File: src/rtl/wino_sched_pkg.sv
// rtl/wino_sched_pkg.sv - shared types and tile address helper for the Winograd kernel scheduler
package wino_sched_pkg;

   typedef enum logic [2:0] {
      S_IDLE,
      S_ARB,
      S_FETCH,
      S_WAIT_LAST,
      S_DONE
   } sched_state_e;

   localparam int unsigned KSQ = 16;

   // Tiles are interleaved by channel within each kernel index.
   function automatic logic [31:0] tile_addr(
      input logic [31:0] kidx,
      input logic [31:0] ch,
      input logic [31:0] n_ch,
      input logic [31:0] base,
      input logic [31:0] ksq = KSQ
   );
      return base + (kidx * n_ch + ch) * ksq;
   endfunction

endpackage

File: src/rtl/winograd_kernel_scheduler_rr_arbiter.sv
// rtl/winograd_kernel_scheduler_rr_arbiter.sv - N-request round-robin arbiter, pointer advances on grant
module rr_arbiter #(
   parameter int N  = 3,
   parameter int IW = (N > 1) ? $clog2(N) : 1
) (
   input  logic          clock_i,
   input  logic          reset_ni,
   input  logic [N-1:0]  req,
   input  logic          advance,
   output logic          grant_valid,
   output logic [IW-1:0] grant_idx
);

   logic [IW-1:0] ptr_q;
   logic [IW-1:0] cand;
   int            pos;

   // Scan from the far end so the request closest to ptr_q is written last and wins.
   always_comb begin
      grant_valid = 1'b0;
      grant_idx   = '0;
      cand        = '0;
      pos         = 0;
      for (int i = N - 1; i >= 0; i--) begin
         pos = int'(ptr_q) + i;
         if (pos >= N) pos = pos - N;
         cand = IW'(pos);
         if (req[cand]) begin
            grant_valid = 1'b1;
            grant_idx   = cand;
         end
      end
   end

   always_ff @(posedge clock_i or negedge reset_ni) begin
      if (!reset_ni) begin
         ptr_q <= '0;
      end else if (advance && grant_valid) begin
         ptr_q <= (grant_idx == IW'(N - 1)) ? '0 : grant_idx + 1'b1;
      end
   end

endmodule

File: src/rtl/winograd_kernel_scheduler.sv
// rtl/winograd_kernel_scheduler.sv - fetches 4x4 kernel tiles per channel for the Winograd core
// Optional shadow-slot prefetch: WINO_KSCHED_PREFETCH_EN
module winograd_kernel_scheduler
   import wino_sched_pkg::*;
#(
   parameter int ADDR_WIDTH  = 16,
   parameter int DATA_WIDTH  = 32,
   parameter int N_CHANNELS  = 3,
   parameter int N_KERNELS   = 64,
   parameter int KERNEL_SIZE = 4,
   parameter int N_WINDOWS   = 169,
   parameter int KERNEL_BASE = 0
) (
   input  logic                  clock_i,
   input  logic                  reset_ni,
   input  logic                  start_i,
   output logic                  busy_o,
   output logic                  done_o,
   output logic                  mem_req_o,
   output logic [ADDR_WIDTH-1:0] mem_addr_o,
   input  logic [DATA_WIDTH-1:0] mem_data_i,
   output logic [N_CHANNELS-1:0] kernel_valid_o,
   output logic [N_CHANNELS-1:0][KERNEL_SIZE*KERNEL_SIZE-1:0][DATA_WIDTH-1:0] kernel_o,
   input  logic [N_CHANNELS-1:0] hold_kernel_i
);

   localparam int TILE_WORDS = KERNEL_SIZE * KERNEL_SIZE;
   localparam int WW         = (TILE_WORDS > 1) ? $clog2(TILE_WORDS) : 1;
   localparam int CW         = (N_CHANNELS > 1) ? $clog2(N_CHANNELS) : 1;
   localparam int KW         = (N_KERNELS > 1) ? $clog2(N_KERNELS) : 1;
   localparam int TOTAL      = N_WINDOWS * N_KERNELS;
   localparam int LW         = $clog2(TOTAL + 1);

   sched_state_e state_q, state_d;

   logic [CW-1:0]         chan_q;
   logic [WW-1:0]         req_cnt_q;
   logic                  wr_en_q;
   logic [WW-1:0]         wr_word_q;
   logic [N_CHANNELS-1:0] valid_q;
   logic [N_CHANNELS-1:0] armed_q;
   logic [KW-1:0]         kidx_q  [N_CHANNELS];
   logic [LW-1:0]         loads_q [N_CHANNELS];
   logic [N_CHANNELS-1:0][TILE_WORDS-1:0][DATA_WIDTH-1:0] act_q;
`ifdef WINO_KSCHED_PREFETCH_EN
   logic [N_CHANNELS-1:0][TILE_WORDS-1:0][DATA_WIDTH-1:0] shadow_q;
   logic [N_CHANNELS-1:0] shadow_full_q;
   logic                  fill_active_q;
`endif

   logic [N_CHANNELS-1:0] arb_req;
   logic                  all_loaded;
   logic                  all_empty;
   logic                  grant_valid;
   logic [CW-1:0]         grant_idx;

   always_comb begin
      arb_req    = '0;
      all_loaded = 1'b1;
      for (int c = 0; c < N_CHANNELS; c++) begin
         if (loads_q[c] != '0) all_loaded = 1'b0;
`ifdef WINO_KSCHED_PREFETCH_EN
         arb_req[c] = (loads_q[c] != '0) && !shadow_full_q[c];
`else
         arb_req[c] = (loads_q[c] != '0) && !valid_q[c];
`endif
      end
   end

`ifdef WINO_KSCHED_PREFETCH_EN
   assign all_empty = (valid_q == '0) && (shadow_full_q == '0);
`else
   assign all_empty = (valid_q == '0);
`endif

   rr_arbiter #(.N(N_CHANNELS), .IW(CW)) u_arb (
      .clock_i     (clock_i),
      .reset_ni    (reset_ni),
      .req         (arb_req),
      .advance     (state_q == S_ARB),
      .grant_valid (grant_valid),
      .grant_idx   (grant_idx)
   );

   always_comb begin
      state_d = state_q;
      case (state_q)
         S_IDLE:      if (start_i) state_d = S_ARB;
         S_ARB: begin
            if (grant_valid)                  state_d = S_FETCH;
            else if (all_loaded && all_empty) state_d = S_DONE;
         end
         S_FETCH:     if (req_cnt_q == WW'(TILE_WORDS - 1)) state_d = S_WAIT_LAST;
         S_WAIT_LAST: state_d = S_ARB;
         S_DONE:      state_d = S_IDLE;
         default:     state_d = S_IDLE;
      endcase
   end

   always_ff @(posedge clock_i or negedge reset_ni) begin
      if (!reset_ni) state_q <= S_IDLE;
      else           state_q <= state_d;
   end

   assign busy_o         = (state_q != S_IDLE);
   assign done_o         = (state_q == S_DONE);
   assign mem_req_o      = (state_q == S_FETCH);
   assign mem_addr_o     = (state_q == S_FETCH)
                           ? ADDR_WIDTH'(tile_addr(32'(kidx_q[chan_q]), 32'(chan_q), 32'(N_CHANNELS),
                                                   32'(KERNEL_BASE), 32'(TILE_WORDS)) + 32'(req_cnt_q))
                           : '0;
   assign kernel_valid_o = valid_q;
   assign kernel_o       = act_q;

   always_ff @(posedge clock_i or negedge reset_ni) begin
      if (!reset_ni) begin
         chan_q    <= '0;
         req_cnt_q <= '0;
         wr_en_q   <= 1'b0;
         wr_word_q <= '0;
         valid_q   <= '0;
         armed_q   <= '0;
         act_q     <= '0;
         for (int c = 0; c < N_CHANNELS; c++) begin
            kidx_q[c]  <= '0;
            loads_q[c] <= '0;
         end
`ifdef WINO_KSCHED_PREFETCH_EN
         shadow_q      <= '0;
         shadow_full_q <= '0;
         fill_active_q <= 1'b0;
`endif
      end else begin
         // Read data lags the request by one cycle, so the write side trails the request counter.
         wr_en_q   <= (state_q == S_FETCH);
         wr_word_q <= req_cnt_q;
         if (state_q == S_FETCH) req_cnt_q <= req_cnt_q + 1'b1;

         for (int c = 0; c < N_CHANNELS; c++) begin
            if (valid_q[c] && hold_kernel_i[c]) armed_q[c] <= 1'b1;
            if (armed_q[c] && !hold_kernel_i[c]) begin
               valid_q[c] <= 1'b0;
               armed_q[c] <= 1'b0;
            end
`ifdef WINO_KSCHED_PREFETCH_EN
            if (!valid_q[c] && shadow_full_q[c]) begin
               act_q[c]         <= shadow_q[c];
               valid_q[c]       <= 1'b1;
               shadow_full_q[c] <= 1'b0;
            end
`endif
         end

         if (wr_en_q) begin
`ifdef WINO_KSCHED_PREFETCH_EN
            if (fill_active_q) act_q[chan_q][wr_word_q]    <= mem_data_i;
            else               shadow_q[chan_q][wr_word_q] <= mem_data_i;
`else
            act_q[chan_q][wr_word_q] <= mem_data_i;
`endif
         end

         case (state_q)
            S_IDLE: begin
               if (start_i) begin
                  for (int c = 0; c < N_CHANNELS; c++) begin
                     kidx_q[c]  <= '0;
                     loads_q[c] <= LW'(TOTAL);
                  end
                  valid_q <= '0;
                  armed_q <= '0;
`ifdef WINO_KSCHED_PREFETCH_EN
                  shadow_full_q <= '0;
`endif
               end
            end
            S_ARB: begin
               if (grant_valid) begin
                  chan_q    <= grant_idx;
                  req_cnt_q <= '0;
`ifdef WINO_KSCHED_PREFETCH_EN
                  fill_active_q <= !valid_q[grant_idx];
`endif
               end
            end
            S_WAIT_LAST: begin
               kidx_q[chan_q]  <= (kidx_q[chan_q] == KW'(N_KERNELS - 1)) ? '0 : kidx_q[chan_q] + 1'b1;
               loads_q[chan_q] <= loads_q[chan_q] - 1'b1;
`ifdef WINO_KSCHED_PREFETCH_EN
               if (fill_active_q) valid_q[chan_q]       <= 1'b1;
               else               shadow_full_q[chan_q] <= 1'b1;
`else
               valid_q[chan_q] <= 1'b1;
`endif
            end
            default: ;
         endcase
      end
   end

endmodule
File: config.mk
export PLATFORM = sky130hd
export DESIGN_NAME = winograd_kernel_scheduler
export DESIGN_NICKNAME = d
export VERILOG_FILES = /design/src/rtl/wino_sched_pkg.sv /design/src/rtl/winograd_kernel_scheduler_rr_arbiter.sv /design/src/rtl/winograd_kernel_scheduler.sv
export SDC_FILE = /design/constraint.sdc
export NUM_CORES = 2
export LEC_CHECK = 0
export BUFFER_PORTS_ARGS = -buffer_cell sky130_fd_sc_hd__clkbuf_2
export CORE_AREA = 2 2 616 618
export DETAILED_ROUTE_END_ITERATION = 6
export DIE_AREA = 0 0 618 620
export PLACE_DENSITY_LB_ADDON = 0.12
export SLEW_MARGIN = 20
export SYNTH_ARGS = -nofsm -noshare
export SYNTH_HDL_FRONTEND = slang
export SYNTH_HIERARCHICAL = 1
export SYNTH_SLANG_ARGS = --single-unit
export TNS_END_PERCENT = 20
File: constraint.sdc
create_clock -name clock_i -period 3.2 [get_ports clock_i]
set_input_delay 0.16 -clock clock_i [delete_from_list [all_inputs] [get_ports clock_i]]
set_output_delay 0.16 -clock clock_i [all_outputs]
set_load 0.01 [all_outputs]
==> impl_metrics.toml <==
[timing]
rsz0062_at_grt = "yes"
worst_pin_slew_ps = 1140
setup-tns-final_ps = -2610
maxSlewViolCount = 0
slew_headroom = 0.241
hold_slack_ps = 67.3
fin_crit_sh = 1.19
finalClockSkew_ps = 57.7
hold_viol = 0
layout_setup_ws_ps = -609
setup_viol_count_final = 6
finalCriticalPeriod_ps = 3810
max_freq_mhz = 263

[critical_path]
reg2reg_from = "chan_q[1]$_DFFE_PN0P_"
crit_path_max_fanout = 5
path_cells = "mux2i_4 -> o21ai_2 -> fa_1 -> ha_2 -> fa_2 -> a21oi_2 -> nor2_2 -> o21a_1 -> buf_6 -> nor3_4 -> buf_2"
worstSetupEndpointType = "output pin"
crit_path_top_delay_cell = "dfrtp_2"
cp-start-kind = "register"
cpPeakStageDelay_ps = 470
reg2reg_slack_ps = 50
crit_arrival_ps = 3650
worstSetupPathDepth = 11
critPathLaunch = "chan_q[1]$_DFFE_PN0P_"
crit_path_end = "mem_addr_o[9]"
critical_path_buf_inv_count = 2
reg2reg_depth = 7
reg2reg_to = "kernel_o[172]$_DFFE_PN0P_"
critPathTopFamily = "adder cells"
criticalPathCategory = "reg -> out"
required_ps = 3040

[worst_hold_path]
hold-path-cell-count = 2
hold_path.class = "in -> reg"

[power]
power_leakage_nw = 40.1
ir_drop_mv = 0.419
power.density_nw_per_um2 = 799

[run_status]
violations = "negative setup slack"
status = "finished, violations left"

[synthesis]
ys_warn_count = 6
ys_types = 56
synth-seq-cells = 1618
ys_seq_area_frac = 0.654
yosysTopAreaCell = "dfrtp_1"
syn_avg_cell_area_um2 = 15.8
synth_most_common_cell = "dfrtp_1"
postSynthCellCount = 3920
async_flop_share = 1.00
synth_area_um2 = 61900
synth_top_area_share = 0.654
ys.flop_type = "dfrtp_1"
synth_common_cells = "dfrtp_1 (1618), mux2_2 (1512), clkbuf_1 (169)"
synth_edf_count = 0
ys_top_cells_by_area = "dfrtp_1 (65%), mux2_2 (27%), buf_2 (1.2%), clkbuf_1 (1.0%), nand2_1 (0.56%)"

[floorplan]
ioPinCount = 1596
dieArea_um2 = 383000
fp.dieW_um = 618
coreArea_um2 = 377000
start_util = 0.164
core.rowCount = 226
die_y_um = 620

[global_route]
grt_pass1_vias = 42300
grt_max_degree = 101
grt_pass1_wl_mm = 420
track_usage = 0.161
antenna_found_initial = 38
grt_overflow = 0

[clock_tree]
root_buffer = "clkbuf_16"
worstSkewPairLatency_ps = 870
cts_sinks = 1618
cts_tree = "done"
cts.reportedPaths.clkPinSlew_ps = 60
cts_made_buffers = 204
clk_path_buf_depth = 4
htree_levels = 4

[finish]
finalInstanceArea_um2 = 84800
fin_util = 0.225
nets = 5690
layout-drive-gt1-share = 0.642
num-fill-cells = 40500
syn_to_final_growth_pct = 36.9

[place]
place_congestion = 0.762
place.port_buffers = 1591
placed_area_um2 = 77400
dp_hpwl_mm = 227
post-place-ws_ps = -443

[routing]
drc_errors = 0
vias_per_cell = 3.77
wl_per_cell_um = 29.6
detailedRoute.firstIterationViolations = 1846
via_count = 40900
first_pass_iters = 4
drtAntennaViolNets = 0
routed_wl_mm = 320

[run]
cap_violations = 0
==> routing by layer <==
metal,up-vias,part of all wire,GRT usage
li1,17200,-,-
met1,22100,0.39,0.187
met2,1256,0.52,0.294
met3,382,0.057,0.0364
met4,8,0.033,0.0488
met5,-,0.00018,0
==> worst min-delay path by stage <==
stage,end,start,slack [ps]
4_1_cts,kernel_o[1488]$_DFFE_PN0P_,mem_data_i[16],2
2_1_floorplan,armed_q[0]$_DFF_PN0_,reset_ni,-140
3_5_place_dp,chan_q[0]$_DFFE_PN0P_,reset_ni,270
6_report,kernel_o[1488]$_DFFE_PN0P_,mem_data_i[16],70
5_1_grt,kernel_o[368]$_DFFE_PN0P_,mem_data_i[16],10
3_3_place_gp,chan_q[0]$_DFFE_PN0P_,reset_ni,270
==> worst reg2reg max path: cells and delay by family, from the launching register on <==
kind                   cells  cell delay (ps)
AND/OR/NAND/NOR            3             1520
buffers and inverters      3              740
flip-flops                 1              470
multiplexers               1              280
==> sequential cells by signal, indices dropped and copies added, names as in the netlist <==
register and count:
loads_q 42, wr_en_q 1, kidx_q 18, chan_q 2, state_q 3, u_arb/ptr_q 2
req_cnt_q 4, kernel_o 1536, wr_word_q 4, kernel_valid_o 3, armed_q 3
==> repair_timing <==
item	CTS	global route
setup endpoints to repair	8	24
hold buffers	31	0
pin swaps	7	4
hold endpoints to repair	1734	0
setup buffers	4	0
gates resized for setup	29	15
==> layout by cell type (no fill, tap or decap), types with 24 or more instances in the layout <==
cell / n
clkbuf_16: 205
o21ai_0: 44
mux2_1: 26
mux2_2: 1512
nor2_1: 35
nand2_2: 24
buf_12: 69
clkbuf_2: 1555
clkbuf_8: 52
buf_4: 170
dlygate4sd3_1: 30
dfrtp_1: 1617
nand2_1: 59
clkbuf_1: 53
clkinv_2: 32
==> logic make-up after synthesis <==
family / synth area share
DFF: 0.654
muxes: 0.283
buffers and inverters: 0.0249
and+or+nand+nor: 0.0182
AOI/OAI and AO/OA: 0.0122
xor gates and xnor gates: 0.00297
adders and majority gates: 0.00428
other: 0.0000606
==> through the flow <==
step                power, mW  instances
floorplan                34.8       3923
global placement         44.5      10400
detailed placement       44.6      10400
CTS                      69.2      10800
global route             71.2      10800
finish                   67.8      10800
==> where the power goes <==
| part | internal, mW | total (mW) | leakage [nW] | switching (mW) |
|---|---|---|---|---|
| sequential | 24.7 | 27.1 | 20.1 | 2.34 |
| clock | 14.0 | 23.8 | 3.35 | 9.81 |
| combinational | 6.92 | 16.9 | 16.7 | 9.96 |
==> layout make-up <==
type,count,area (um^2),area share
Timing Repair Buffer,1837,10800,0.128
Inverter,14,52.6,0.000620
Sequential cell,1618,40500,0.478
Multi-Input combinational cell,1957,20300,0.239
Clock inverter,62,797,0.00940
Antenna cell,21,52.6,0.000620
Clock buffer,308,6020,0.0710
Tap cell,5016,6280,0.0740
(Power assumes the default switching activity.)
